**config.mk**
```make
export PLATFORM = sky130hd
export DESIGN_NAME = riscv_muldiv
export DESIGN_NICKNAME = d
export VERILOG_FILES = /design/src/rtl/riscv_pkg.sv /design/src/rtl/muldiv_datapath.sv /design/src/rtl/riscv_muldiv.sv
export SDC_FILE = /design/constraint.sdc
export NUM_CORES = 1
export LEC_CHECK = 0
export ABC_AREA = 0
export BUFFER_PORTS_ARGS = -buffer_cell sky130_fd_sc_hd__buf_4
export CAP_MARGIN = 20
export CELL_PAD_IN_SITES_DETAIL_PLACEMENT = 0
export CELL_PAD_IN_SITES_GLOBAL_PLACEMENT = 1
export CORE_AREA = 3 3 185 187
export CTS_BUF_LIST = sky130_fd_sc_hd__clkbuf_2 sky130_fd_sc_hd__clkbuf_4 sky130_fd_sc_hd__clkbuf_8
export CTS_CLUSTER_DIAMETER = 30
export DETAILED_ROUTE_END_ITERATION = 6
export DIE_AREA = 0 0 188 190
export GPL_TIMING_DRIVEN = 0
export PLACE_DENSITY = 0.8
export SETUP_SLACK_MARGIN = 0.4
export SLEW_MARGIN = 20
export SYNTH_ARGS = -nofsm -noshare
export SYNTH_HDL_FRONTEND = slang
export SYNTH_SLANG_ARGS = --single-unit
```
**constraint.sdc**
```tcl
create_clock -name clk -period 3.77 [get_ports clk]
set_input_delay 0.754 -clock clk [delete_from_list [all_inputs] [get_ports clk]]
set_output_delay 0.754 -clock clk [all_outputs]
set_load 0.05 [all_outputs]
```
**src/rtl/riscv_pkg.sv**
```systemverilog
// ============================================================================
// Module      : riscv_pkg
// Description : Shared RV32 constants: M-extension funct3 codes, mul/div FSM
//               state encoding and the default datapath width.
// Revision    : 1.0 - initial release
// ============================================================================
`default_nettype none

package riscv_pkg;

    localparam int XLEN_DEFAULT = 32;

    localparam logic [2:0] F3_MUL    = 3'b000;
    localparam logic [2:0] F3_MULH   = 3'b001;
    localparam logic [2:0] F3_MULHSU = 3'b010;
    localparam logic [2:0] F3_MULHU  = 3'b011;
    localparam logic [2:0] F3_DIV    = 3'b100;
    localparam logic [2:0] F3_DIVU   = 3'b101;
    localparam logic [2:0] F3_REM    = 3'b110;
    localparam logic [2:0] F3_REMU   = 3'b111;

    typedef enum logic [1:0] {
        S_IDLE = 2'd0,
        S_CALC = 2'd1,
        S_FIX  = 2'd2,
        S_DONE = 2'd3
    } md_state_t;

endpackage

`default_nettype wire

```
**src/rtl/muldiv_datapath.sv**
```systemverilog
// ============================================================================
// Module      : muldiv_datapath
// Description : Radix-2 shift-add multiply / restoring divide step on unsigned
//               magnitudes. acc = {high/remainder, low/quotient}.
// Revision    : 1.0 - initial release
// ============================================================================
`default_nettype none

module muldiv_datapath #(
    parameter int XLEN = 32
) (
    input  logic                clk,
    input  logic                reset,
    input  logic                load,
    input  logic                step,
    input  logic                is_div,
    input  logic [XLEN-1:0]     mag_a,
    input  logic [XLEN-1:0]     mag_b,
    output logic [2*XLEN-1:0]   acc
);

    logic [2*XLEN-1:0] r_acc;
    logic [XLEN-1:0]   r_b;
    logic              r_is_div;
    logic [XLEN:0]     w_sum;
    logic [XLEN:0]     w_shifted;
    logic [XLEN:0]     w_diff;

    always_comb begin
        w_sum     = {1'b0, r_acc[2*XLEN-1:XLEN]} + (r_acc[0] ? {1'b0, r_b} : '0);
        w_shifted = {r_acc[2*XLEN-1:XLEN], r_acc[XLEN-1]};
        w_diff    = w_shifted - {1'b0, r_b};
    end

    // Both ops start with the first operand in the low half and zero above.
    always_ff @(posedge clk) begin
        if (reset) begin
            r_acc    <= '0;
            r_b      <= '0;
            r_is_div <= 1'b0;
        end else if (load) begin
            r_acc    <= {{XLEN{1'b0}}, mag_a};
            r_b      <= mag_b;
            r_is_div <= is_div;
        end else if (step) begin
            if (!r_is_div)
                r_acc <= {w_sum, r_acc[XLEN-1:1]};
            else if (!w_diff[XLEN])
                r_acc <= {w_diff[XLEN-1:0], r_acc[XLEN-2:0], 1'b1};
            else
                r_acc <= {w_shifted[XLEN-1:0], r_acc[XLEN-2:0], 1'b0};
        end
    end

    assign acc = r_acc;

endmodule

`default_nettype wire

```
**src/rtl/riscv_muldiv.sv**
```systemverilog
// ============================================================================
// Module      : riscv_muldiv
// Description : Iterative RV32 M-extension multiply/divide unit for the EX
//               stage; stalls the pipeline via busy and pulses done.
// Revision    : 1.0 - initial release
// ============================================================================
`default_nettype none

module riscv_muldiv
    import riscv_pkg::*;
#(
    parameter int XLEN = XLEN_DEFAULT
) (
    input  logic            clk,
    input  logic            reset,
    input  logic            start,
    input  logic [2:0]      funct3,
    input  logic [XLEN-1:0] op_a,
    input  logic [XLEN-1:0] op_b,
    input  logic            flush,
    output logic            busy,
    output logic            done,
    output logic [XLEN-1:0] result
);

    localparam int CNT_W = $clog2(XLEN) + 1;
    localparam logic [XLEN-1:0] MIN_NEG = {1'b1, {(XLEN-1){1'b0}}};

    md_state_t         r_state;
    logic [CNT_W-1:0]  r_count;
    logic [2:0]        r_f3;
    logic              r_neg;
    logic              r_special;
    logic [XLEN-1:0]   r_spec_val;
    logic [XLEN-1:0]   r_result;

    logic              w_a_signed, w_b_signed, w_a_neg, w_b_neg, w_neg;
    logic              w_div_zero, w_ovf, w_load;
    logic [XLEN-1:0]   w_mag_a, w_mag_b, w_spec_val, w_fixed;
    logic [XLEN-1:0]   w_quo_fix, w_rem_fix;
    logic [2*XLEN-1:0] w_acc, w_prod_fix;

    always_comb begin
        w_a_signed = (funct3 == F3_MULH) || (funct3 == F3_MULHSU) ||
                     (funct3 == F3_DIV)  || (funct3 == F3_REM);
        w_b_signed = (funct3 == F3_MULH) || (funct3 == F3_DIV) || (funct3 == F3_REM);
        w_a_neg    = w_a_signed & op_a[XLEN-1];
        w_b_neg    = w_b_signed & op_b[XLEN-1];
        w_mag_a    = w_a_neg ? -op_a : op_a;
        w_mag_b    = w_b_neg ? -op_b : op_b;

        // Quotient/product sign is the XOR of operand signs; remainder follows the dividend.
        w_neg = 1'b0;
        case (funct3)
            F3_MULH, F3_DIV:   w_neg = w_a_neg ^ w_b_neg;
            F3_MULHSU, F3_REM: w_neg = w_a_neg;
            default:           w_neg = 1'b0;
        endcase

        w_div_zero = funct3[2] && (op_b == '0);
        w_ovf      = funct3[2] && w_b_signed && (op_a == MIN_NEG) && (op_b == '1);
        w_spec_val = '0;
        if (w_div_zero)
            w_spec_val = funct3[1] ? op_a : '1;
        else if (w_ovf)
            w_spec_val = funct3[1] ? '0 : op_a;
    end

    assign w_load = (r_state == S_IDLE) && start && !flush;

    muldiv_datapath #(.XLEN(XLEN)) u_datapath (
        .clk    (clk),
        .reset  (reset),
        .load   (w_load),
        .step   (r_state == S_CALC),
        .is_div (funct3[2]),
        .mag_a  (w_mag_a),
        .mag_b  (w_mag_b),
        .acc    (w_acc)
    );

    always_comb begin
        w_prod_fix = r_neg ? -w_acc : w_acc;
        w_quo_fix  = r_neg ? -w_acc[XLEN-1:0] : w_acc[XLEN-1:0];
        w_rem_fix  = r_neg ? -w_acc[2*XLEN-1:XLEN] : w_acc[2*XLEN-1:XLEN];
        w_fixed    = '0;
        if (r_special)
            w_fixed = r_spec_val;
        else begin
            case (r_f3)
                F3_MUL:                       w_fixed = w_prod_fix[XLEN-1:0];
                F3_MULH, F3_MULHSU, F3_MULHU: w_fixed = w_prod_fix[2*XLEN-1:XLEN];
                F3_DIV, F3_DIVU:              w_fixed = w_quo_fix;
                default:                      w_fixed = w_rem_fix;
            endcase
        end
    end

    always_ff @(posedge clk) begin
        if (reset) begin
            r_state    <= S_IDLE;
            r_count    <= '0;
            r_f3       <= '0;
            r_neg      <= 1'b0;
            r_special  <= 1'b0;
            r_spec_val <= '0;
            r_result   <= '0;
        end else if (flush && r_state != S_IDLE) begin
            r_state <= S_IDLE;
        end else begin
            case (r_state)
                S_IDLE: begin
                    if (w_load) begin
                        r_f3       <= funct3;
                        r_neg      <= w_neg;
                        r_special  <= w_div_zero || w_ovf;
                        r_spec_val <= w_spec_val;
                        r_count    <= '0;
                        r_state    <= (w_div_zero || w_ovf) ? S_FIX : S_CALC;
                    end
                end
                S_CALC: begin
                    r_count <= r_count + 1'b1;
                    if (r_count == CNT_W'(XLEN-1))
                        r_state <= S_FIX;
                end
                S_FIX: begin
                    r_result <= w_fixed;
                    r_state  <= S_DONE;
                end
                default: r_state <= S_IDLE;
            endcase
        end
    end

    assign busy   = (r_state != S_IDLE);
    assign done   = (r_state == S_DONE);
    assign result = r_result;

endmodule

`default_nettype wire

```
== After elaboration in Yosys (flattened, before gate mapping) ==
Index checks and enable logic that the tools add are counted.

* Register bits after elaboration: 174
* Input port bits: 71
* Output and inout port bits: 34
* Word-level logic and storage cells: 93

* $add $sub $neg: 8
* Equal/unequal tests: 17
* Mux-type cells: 23
* Bitwise logic cells: 4
* Reductions and logical operators: 30

{| class="wikitable"
|+ Operators by type and width
! cell !! number
|-
| 32-bit 2-to-1 mux || 12
|-
| 64-bit 2-to-1 mux || 3
|-
| 32-bit negation || 4
|-
| 32-bit one-hot mux with 3 select lines || 1
|-
| 32-bit equality test, second input constant || 2
|-
| 64-bit negation || 1
|-
| 32-bit by 32-bit adder with 33-bit output || 1
|-
| 33-bit by 32-bit subtractor with 33-bit output || 1
|-
| 32-bit logical NOT || 1
|-
| 3-bit equality test, second input constant || 4
|-
| 6-bit one-hot mux with 2 select lines || 1
|-
| 2-bit OR reduction || 5
|-
| 3-bit by 2-bit equality test with 1-bit output, second input constant || 3
|-
| 1-bit logical AND || 7
|-
| 6-bit by 1-bit adder with 6-bit output, second input constant || 1
|-
| 3-bit by 1-bit equality test with 1-bit output, second input constant || 2
|-
| 6-bit by 5-bit equality test with 1-bit output, second input constant || 1
|-
| 1-bit logical OR || 6
|-
| 2-bit 2-to-1 mux || 3
|-
| 6-bit 2-to-1 mux || 1
|-
| 2-bit one-hot mux with 3 select lines || 1
|-
| 3-bit AND reduction || 2
|-
| 2-bit nonzero test || 3
|-
| 2-bit equality test, second input constant || 2
|-
| other kinds (12) || 14
|}

== Logic depth before layout (Yosys ltp) ==
Gate-level depths: netlist (run 1).

* Depth after elaboration: 10
* Mapped depth: 16
* Mapped depth without buffers: 13

== Hierarchy ==
A second synthesis (run 1) with hierarchy kept.

* Cells, all modules: 2,142
* Area, all modules: 15,631.2 um^2

{| class="wikitable"
|+ Modules (own cells, without submodules)
! module !! times used !! cells each !! area each (um^2)
|-
| muldiv_datapath || 1 || 1,068 || 8,196.6
|-
| riscv_muldiv || 1 || 1,074 || 7,434.6
|}

== Worst setup path after synthesis (run 1) ==
Ideal clock, no wire load.

* Path type: flip-flop to flip-flop
* Start point: reg u_datapath.r_acc[31], in the netlist u_datapath.acc[31]
* End point: reg u_datapath.r_acc[43], in the netlist u_datapath.acc[43]
* Library setup time: 0.124 ns
* Data arrival time: 3.313 ns
* Required time: 3.646 ns
* Path slack: 0.333 ns
* Cell stages (with the launch flop): 16
* Path buffers: 2
* Clock period less this slack: 3.437 ns
* Cell sequence: dfxtp_1 -> clkbuf_1 -> inv_1 -> ha_1 -> fa_1 -> nand2b_1 -> a21o_1 -> a21oi_1 -> o21ai_1 -> a31o_2 -> o31ai_2 -> xor2_2 -> buf_4 -> mux2_2 -> o21ai_0 -> o21ai_0

* Longest elaborated chain between the ends: 3

{| class="wikitable"
|+ Ends and longest elaborated chain
! item !! RTL line !! source
|-
| from (decl) || muldiv_datapath.sv:22 || <nowiki>logic [2*XLEN-1:0] r_acc;</nowiki>
|-
| from (signal assigned) || muldiv_datapath.sv:42 || <nowiki>r_acc <= {{XLEN{1'b0}}, mag_a};</nowiki>
|-
| from (signal assigned) || muldiv_datapath.sv:47 || <nowiki>r_acc <= {w_sum, r_acc[XLEN-1:1]};</nowiki>
|-
| from (signal assigned) || muldiv_datapath.sv:49 || <nowiki>r_acc <= {w_diff[XLEN-1:0], r_acc[XLEN-2:0], 1'b1};</nowiki>
|-
| 33-bit by 32-bit subtractor with 33-bit output || muldiv_datapath.sv:32 || <nowiki>w_diff = w_shifted - {1'b0, r_b};</nowiki>
|-
| 64-bit 2-to-1 mux || muldiv_datapath.sv:48 || <nowiki>else if (!w_diff[XLEN])</nowiki>
|-
| 64-bit 2-to-1 mux || muldiv_datapath.sv:46 || <nowiki>if (!r_is_div)</nowiki>
|}

Every way passes these cells.
A chain may end at the register's enable or synchronous reset.

== Worst setup path in the final report (run 1) ==
* Start point: reg u_datapath.r_acc[21], in the netlist u_datapath.acc[21]
* End point: reg r_result[15], in the netlist result[15]

* Longest elaborated chain between the ends: 4

{| class="wikitable"
|+ Ends and longest elaborated chain
! item !! RTL line !! source
|-
| 64-bit negation || riscv_muldiv.sv:83 || <nowiki>w_prod_fix = r_neg ? -w_acc : w_acc;</nowiki>
|-
| 64-bit 2-to-1 mux || riscv_muldiv.sv:83 ||
|-
| 32-bit one-hot mux with 3 select lines || riscv_muldiv.sv:90 || <nowiki>case (r_f3)</nowiki>
|-
| 32-bit 2-to-1 mux || riscv_muldiv.sv:87 || <nowiki>if (r_special)</nowiki>
|-
| to (signal assigned) || riscv_muldiv.sv:128 || <nowiki>r_result <= w_fixed;</nowiki>
|-
| to (decl) || riscv_muldiv.sv:35 || <nowiki>logic [XLEN-1:0] r_result;</nowiki>
|}

Every way passes these cells.

==> flow_results.org, run 1 <==
** Run status
- The run finished with clean final reports.

** Yosys
- Yosys instantiated no cell more often than nor2_1.
- Main combinational cell family by area after synthesis :: compound AO/OA/AOI/OAI gates
- The synthesized design contains 0 enable-type register cells.
- Predominant post-synthesis flop cell :: dfxtp_1
- Counting every instance in the synthesized netlist gives 1,988.
- Proportion of synthesized area in mux cells :: 3.885%
- Simple logic cell fraction of the synthesized area :: 20.79%
- Yosys warnings :: 0
- The synthesized design devotes to its leading area cell type 23.77% of total area.
- Mapped Avg Cell Area :: 7.371 µm²
- Summing every instance area after synthesis gives 0.01465 mm².
- Area contributors post-synth :: dfxtp_1 24%, ha_1 6.4%, a211oi_1 6.1%, nor2_1 6.1%, xnor2_1 5.3%
- Top cell type by total area after synthesis :: dfxtp_1
- Post-synthesis sequential area ratio :: 23.77%
- Parity-gate share of the synthesized area counting xor and xnor cells :: 9.914%
- When the netlist entered floorplanning its net count stood at 2,136.
- Of all flip-flops after synthesis, the portion carrying an async set or reset was 0%.
- Count of different cell masters after synthesis :: 79
- Total of flip-flops plus latches after synthesis :: 174
- The commonest cells after synthesis are 240 x nor2_1, 180 x nand2_1, 174 x dfxtp_1.
- Compound-Gate Fraction of Synth Area :: 29.42%
- The synthesized netlist devotes 6.677% of its cell area to adder and majority cells.

** GRT
- For met3 alone, demand over resource in global routing was 10.80%.
- In the global route stage, met1 resource usage came out at 45.88%.
- After global routing the overflow that remains totals 0.
- Met2 Track Usage GR :: 47.74%
- The first global-routing pass estimated 90,260 µm of wire.
- Initial antenna violation count :: 0
- Across every metal layer, demand over resource in global routing totals 32.72%.
- Layer carrying the most global-route usage :: met2
- Vias in the first global route :: 14,910
- Entering global routing, the biggest net connects 17 pins.

** Timing
- For the finished layout, the period the worst path requires is 3398 ps.
- Setup repair after global routing could not meet its margin everywhere.
- At the pin with the least slew margin, the transition time is 945.5 ps.
- Final clock period utilization by the worst path :: 90.14%
- The clock arrives with 16.36 ps of skew.
- The worst pin sits at a relative slew slack of 36.97%.
- The number of pins exceeding their max-slew limit in the final report came to 0.
- Timing would allow up to 294.3 MHz.
- Worst path setup slack after routing :: 371.5 ps
- Final setup vio count :: 0
- Final hold violation count :: 0

** Clock network
- Clock Latency Late Sink :: 510 ps
- Buffer cell driving the clock tree root :: clkbuf_8
- Clk slew on worst S/H paths :: 100 ps
- TritonCTS clock tree :: done
- Buffers inserted to repair hold after CTS numbered 0.
- CTS saw 174 sinks.
- Number of buffers on the longest clock path :: 2
- The H-tree generated during clock tree synthesis spans 4 levels.
- CTS Buf Count :: 17

** Setup path
- Critical path launch point type :: flip-flop
- Arrival @ worst endpoint :: 3820 ps
- Endpoint required time on the critical path :: 4190 ps
- R2r startpoint :: u_datapath.acc[21]$_SDFFE_PP0P_
- Maximum fanout along the worst path :: 8
- In this run the register-to-register setup slack is 370 ps.
- Cells on worst reg2reg path :: 11
- Crit end category :: flip-flop
- The worst register-to-register path ends at result[15]$_SDFFE_PP0P_.
- The worst setup path is of the flip-flop to flip-flop kind.

** Power and ir drop
- Combinational logic burns 69.3% of the power.
- Static Leakage :: 6.560 nW
- Power density of the placed cells :: 745.2 mW/mm²
- Power Total :: 13.01 mW
- Power share of the sequential group :: 19.8%
- Cell internal power was estimated by the tool at 6.483 mW.
- Sw Ratio :: 50.16%
- Clock power share :: 10.9%
- Across the VDD grid, the largest voltage drop is 528.9 µV.
- In this run the power spent charging and discharging nets is 6.524 mW.

** Floorplan
- IO Count :: 105
- Overall die area :: 0.03572 mm²
- The initial utilization of the core area, before any placement, comes to 44.92%.
- In this run the horizontal extent of the chip is 188 µm.
- The die is 190 µm tall.
- Floorplan core area :: 0.03262 mm²
- Rows :: 66

** Route
- Dividing the detail-routed wire length by the instance count gives 23.29 µm.
- Total length of routed wires :: 60,640 µm
- Number of iterations in the first detailed-routing pass :: 6
- # DRC :: 0
- Vias after detailed routing :: 16,050
- Average via count per standard cell :: 6.162
- Number of violations reported at the end of detailed-routing iteration 0 :: 1,710
- Once detail routing completed, the nets flagged for antenna violations numbered 0.

** Min path
- Worst hold path endpoint :: r_spec_val[5]$_SDFFE_PP0P_
- Worst Min Path Start :: r_spec_val[5]$_SDFFE_PP0P_
- Class of the most critical hold timing path :: flip-flop to flip-flop
- Worst hold path stage count :: 2

** Finish
- The filler cells instantiated in the layout total 3,355.
- Layout Cells excl Fill :: 2,604
- Post-synthesis to final-layout area growth :: 19.12%
- Of the cells placed in the final design, the portion with a size suffix greater than 1 is 16.10%.
- The repair_antennas step left the layout with diodes totalling 0.
- The final layout contains 2,297 nets.

** Place
- Once placement completed, the tool counted placed cells totaling 2,534.
- Summed over all nets, the half-perimeter wirelength after detailed placement is 47,540 µm.
- Pre-CTS setup slack :: -880.9 ps
- PortBufs :: 104
- The congestion estimate from routability-driven global placement came to 1.012.

** Job
- Max_cap viols :: 0
[layout make-up]
class / instances / area [µm²] / share of cell area [%]
repair buffers: 142 / 1140 / 6.530
inverters: 69 / 267.8 / 1.534
clock inverters: 11 / 130.1 / 0.7455
clock buffers: 21 / 282.8 / 1.620
flip-flops and latches: 174 / 3496 / 20.03
multi-input cells: 1609 / 10920 / 62.58
well taps: 442 / 553.0 / 3.168
plain buffers: 136 / 661.9 / 3.792
[worst max path at each step]
| stage | startpoint | depth (start not counted) | slack, ps | endpoint |
|---|---|---|---|---|
| 4_1_cts | u_datapath.acc[31]$_SDFFE_PP0P_ | 16 | 370 | u_datapath.acc[37]$_SDFFE_PP0P_ |
| 6_report | u_datapath.acc[21]$_SDFFE_PP0P_ | 11 | 370 | result[15]$_SDFFE_PP0P_ |
| 3_5_place_dp | u_datapath.acc[0]$_SDFFE_PP0P_ | 13 | -880 | result[18]$_SDFFE_PP0P_ |
| 2_1_floorplan | u_datapath.acc[31]$_SDFFE_PP0P_ | 15 | 430 | u_datapath.acc[43]$_SDFFE_PP0P_ |
| 3_3_place_gp | u_datapath.acc[0]$_SDFFE_PP0P_ | 13 | -890 | result[18]$_SDFFE_PP0P_ |
| 5_1_grt | u_datapath.acc[0]$_SDFFE_PP0P_ | 14 | 270 | u_datapath.acc[63]$_SDFFE_PP0P_ |
[layout by cell type, fill, tap and decap left out, types with 75 or more instances in the layout]
master    instances
a211oi_1        104
a21oi_1         135
buf_4           135
clkbuf_1         99
dfxtp_1         166
nand2_1         178
nor2_1          235
o21ai_0          97
xnor2_1          88
xor2_1           75
[what timing repair did]
item	CTS	global route
setup endpoints to repair	82	80
pin swaps	15	54
gates cloned	1	2
resized for setup	86	106
buffers inserted	16	19
[critical path, stage by stage, from the launching register on]
cell and delay, ps:
dfxtp_1 320, buf_6 140, or4_4 530, buf_6 170, or2_4 280, or4_4 450, o31a_1 360, buf_4 160
a21o_1 170, a21oi_1 300, o21ai_1 140, a221oi_2 300
[power groups by stage]
stage	combinational, mW	sequential, mW	clock [mW]
detailed placement	7.09	2.58	0
finish	9.02	2.57	1.42
floorplan	4.94	2.55	0
CTS	7.99	2.54	1.43
global route	9.58	2.59	1.50
global placement	7.09	2.57	0
[flip-flops by register name, indices dropped and copies added (netlist names)]
| signal | cells |
|---|---|
| r_count | 6 |
| r_f3 | 3 |
| r_neg | 1 |
| r_spec_val | 32 |
| r_special | 1 |
| r_state | 2 |
| result | 32 |
| u_datapath.acc | 64 |
| u_datapath.r_b | 32 |
| u_datapath.r_is_div | 1 |
[routing by layer]
metal | up-vias | share of wire (%)
li1 | 7552 | -
met1 | 7597 | 45
met2 | 779 | 41
met3 | 117 | 11
met4 | 0 | 3.1
met5 | - | 0
[cell families after synthesis]
| logic type | Yosys count |
|---|---|
| xor gates and xnor gates | 165 |
| buffers and inverters | 205 |
| muxes | 56 |
| and+or+nand+nor | 654 |
| adders and majority gates | 77 |
| AOI/OAI and AO/OA | 657 |
| DFF | 174 |
[per-stage QoR]
step	setup TNS (ps)	area [µm²]	hold WS (ps)	utilization [%]
final	0	17450	451.1	53.51
after global routing	0	17450	472.7	53.51
after CTS	0	16900	454.3	51.81
after detailed placement	-31420	15990	440.6	49.01
after global placement	-32650	15990	437.3	49.01
after floorplan	0	14650	418.5	-
Note: power is estimated with default switching activity, not from simulation.
==> run 2: changes to the inputs <==
--- a/config.mk
+++ b/config.mk
@@ -17,6 +17,7 @@
 export DIE_AREA = 0 0 188 190
 export GPL_TIMING_DRIVEN = 0
 export PLACE_DENSITY = 0.8
+export RECOVER_POWER = 25
 export SETUP_SLACK_MARGIN = 0.4
 export SLEW_MARGIN = 20
 export SYNTH_ARGS = -nofsm -noshare
==> constraint.sdc (replaced) <==
create_clock -name clk -period 3.2 [get_ports clk]
set_input_delay 0.64 -clock clk [delete_from_list [all_inputs] [get_ports clk]]
set_output_delay 0.64 -clock clk [all_outputs]
set_load 0.05 [all_outputs]
==> run 2 against run 1 <==
  * Worst setup slack worse by 620 ps
  * Clock power grew 11%
  * Clock skew is 0.66 ps higher
  * Critical endpoint is now u_datapath.acc[56]$_SDFFE_PP0P_
  * Global-route usage rose by 1.7 points
  * Power grew 31%
  * Largest power group unchanged
  * The flow now finishes with violations (setup timing)
  * Via count increased by 3.9%
==> flow_results.org, run 2 (synthesis gave the netlist of run 1 again) <==
** Run status
- Run status :: finished, violations left
- The final reports fail on setup timing.

** Timing
- Final hold analysis gives a worst-case slack of 416.8 ps.
- Measured against its own limit, the worst slew margin works out to 37.68%.
- Final setup vio count :: 33
- The count of final hold-check violations came to 0.
- For the pin with the worst max-slew slack, the measured transition is 934.8 ps.
- The number of pins exceeding their max-slew limit in the final report came to 0.
- Max Clk Rate :: 290.2 MHz
- In the finished design, the share of the clock period the worst path needs comes to 107.7%.
- Worst path setup slack after routing :: -246.2 ps
- Final critical-path required period :: 3446 ps
- Setup skew after layout :: 17.01 ps
- Setup repair after global routing could not meet its margin everywhere.

** Min path
- Worst hold path stage count :: 2
- The tightest min-delay check is of the primary input to flip-flop type.

** Job
- Across the run, the number of max-cap violations was 0.

** Place
- DPL Wire Length :: 49,270 µm
- Pre-CTS setup slack :: -929.9 ps
- Final weighted congestion in routability-driven placement :: 0.9938
- After detailed placement, the total cell area comes to 0.01619 mm².
- Input and output buffers added on the ports amount to 104.

** Finish
- Fill cells in the final layout number 3,238.
- Relative to the synthesized area, the layout overhead comes to 28.43%.
- Most used cells in the layout excluding fill and tap cells :: 229 x nor2_1, 168 x nand2_1, 156 x dfxtp_1
- The library cell used most frequently in the layout, excluding fill and tap cells, is nor2_1.
- Seq. cell area :: 0.003511 mm²
- The register with the most flip-flops in the layout has 64 of them.
- ANT cells :: 0
- After the last flow step, the layout net total stands at 2,365.
- Final design instance area without fill :: 0.01882 mm²
- At the end of the flow the core is filled with cells to 57.69%.
- In the final layout, the multi-input gates occupy 0.01170 mm².
- Of the cells placed in the final design, the portion with a size suffix greater than 1 is 22.83%.

** Route
- In the final routed layout, each cell accounts on average for 24.11 µm.
- Final ANT Viol Nets :: 0
- In this run, the number of DRC markers left after iteration 0 of detailed routing was 1,571.
- Vias after detailed routing :: 16,680
- # DRC :: 0
- Average via count per standard cell :: 6.241
- After detailed routing, the total wire length is 64,430 µm.
- The first detailed-routing pass ran for 5 iterations.

** Clock network
- Count of hold buffers inserted by post-cts repair :: 0
- Counting along the longest clock path gives a buffer depth of 2.
- Buffer cell driving the clock tree root :: clkbuf_8
- TritonCTS created 17 clock buffers.
- Counting every sink on the clock net gives 174.
- Clk slew on worst S/H paths :: 100 ps
- TritonCTS built the clock tree.
- Clock Latency Late Sink :: 510 ps
- H-Tree Level Count :: 4

** Power and ir drop
- Combinational group share of total power :: 72.7%
- Power share of the sequential group :: 18.1%
- Sw Ratio :: 50.11%
- The clock network is responsible for 9.2% of the overall power.
- The internal power of the cells totals 8.490 mW.
- The analysis attributes to net switching a power of 8.528 mW.
- Peak VDD IR :: 621.7 µV
- Power spread over the standard cell area amounts to 904.3 mW/mm².
- Summed over all cells, the static leakage comes to 7.058 nW.

** Floorplan
- Floorplan core area :: 0.03262 mm²
- Die height :: 190 µm
- The initialized floorplan defines 66 standard-cell rows.
- Initial Util :: 44.92%
- Overall die area :: 0.03572 mm²
- Horizontal extent of the die :: 188 µm
- IO Count :: 105

** Setup path
- STA classifies the critical path endpoint as a flip-flop.
- Data on the critical path is required at its endpoint by 3590 ps.
- Cells along the critical path :: clkbuf_8 > inv_1 > fa_2 > nand2b_4 > a21o_4 > a21oi_4 > o21ai_4 > a31o_4 > o31ai_4 > xor2_4 > buf_12 > buf_12 > mux2i_2 > nand2_1 > a22o_1
- Slowest-stage cell, CP :: fa_2
- By startpoint and endpoint, the worst setup path is classified as flip-flop to flip-flop.
- Of all nets on the critical path, the largest fanout is 8.
- Arrival @ worst endpoint :: 3840 ps
- Critical Path Max Stage Delay :: 390 ps
- Cells on worst reg2reg path :: 15
- By instance count, the cell type seen most on the critical path is buf_12.
- Critical path launch point type :: flip-flop

** GRT
- Global-route usage over all layers :: 34.37%
- For this run the aggregate overflow at the end of global routing stands at 0.
- The via count of the first global-routing pass came to 15,370.
- Maximum number of pins on one net before global-route repair :: 17
- The first global-routing pass estimated 94,610 µm of wire.
- Initial antenna violation count :: 1
[run 2: cell types whose count changed in the layout (fill, tap and decap cells not counted), sizes merged]
cell and change:
clkbuf +30, clkinv +5, inv -1, bufinv -1, clkinvlp -1, buf +36
[run 2: final timing paths]
path / start / to / slack, ps
setup / recovery: u_datapath.acc[32]$_SDFFE_PP0P_ / u_datapath.acc[56]$_SDFFE_PP0P_ / -250
hold / removal: op_a[0] / u_datapath.acc[0]$_SDFFE_PP0P_ / 420
setup reg to reg: u_datapath.acc[32]$_SDFFE_PP0P_ / u_datapath.acc[56]$_SDFFE_PP0P_ / -250
hold reg to reg: result[29]$_SDFFE_PP0P_ / result[29]$_SDFFE_PP0P_ / 450
[run 2: power groups by stage]
stage	combinational (mW)	sequential, mW	clock (mW)
finish	12.4	3.08	1.57
global route	13.0	3.12	1.66
CTS	10.6	3.03	1.57
detailed placement	8.62	3.05	0
global placement	8.61	3.03	0
floorplan	6.01	3.01	0
[run 2: final cells by class]
cell class | count | area share (%)
multi-input combinational | 1609 | 62.18
sequential | 174 | 18.66
timing repair buffer | 210 | 8.729
buffer | 136 | 4.082
tap | 442 | 2.939
inverter | 69 | 1.416
clock buffer | 19 | 1.390
clock inverter | 13 | 0.6117
[run 2: worst max-delay path, delay by kind of cell (launching register included)]
| family | cells | cell delay, ps |
|---|---|---|
| XOR/XNOR | 1 | 200 |
| multiplexers | 1 | 220 |
| buffers and inverters | 4 | 540 |
| flip-flops | 1 | 370 |
| adder cells (fa/ha/maj) | 1 | 390 |
| AO/OA/AOI/OAI | 6 | 1350 |
| AND/OR/NAND/NOR | 2 | 250 |
[run 2: routing by layer]
layer  vias to the layer above  GRT usage, %  share of wire (%)
li1                       7700             -                  -
met1                      8034         50.69                 46
met4                         0         10.42                2.6
met3                       113         7.518                9.8
met5                         -             0                  0
met2                       830         49.79                 42
[run 2: repair_timing]
action	in CTS	in global routing
endpoints found under the setup margin	118	99
gates cloned	1	6
buffers inserted	59	40
pin swaps	80	89
resized for setup	202	168
[run 2: metrics by stage]
| stage | power [mW] | std cells | TNS, ps |
|---|---|---|---|
| after CTS | 15.16 | 2626 | -7801 |
| final | 17.02 | 2672 | -5812 |
| after global placement | 11.64 | 2534 | -39860 |
| after detailed placement | 11.67 | 2534 | -39710 |
| after global routing | 17.78 | 2672 | -7732 |
| after floorplan | 9.022 | 1988 | 0 |
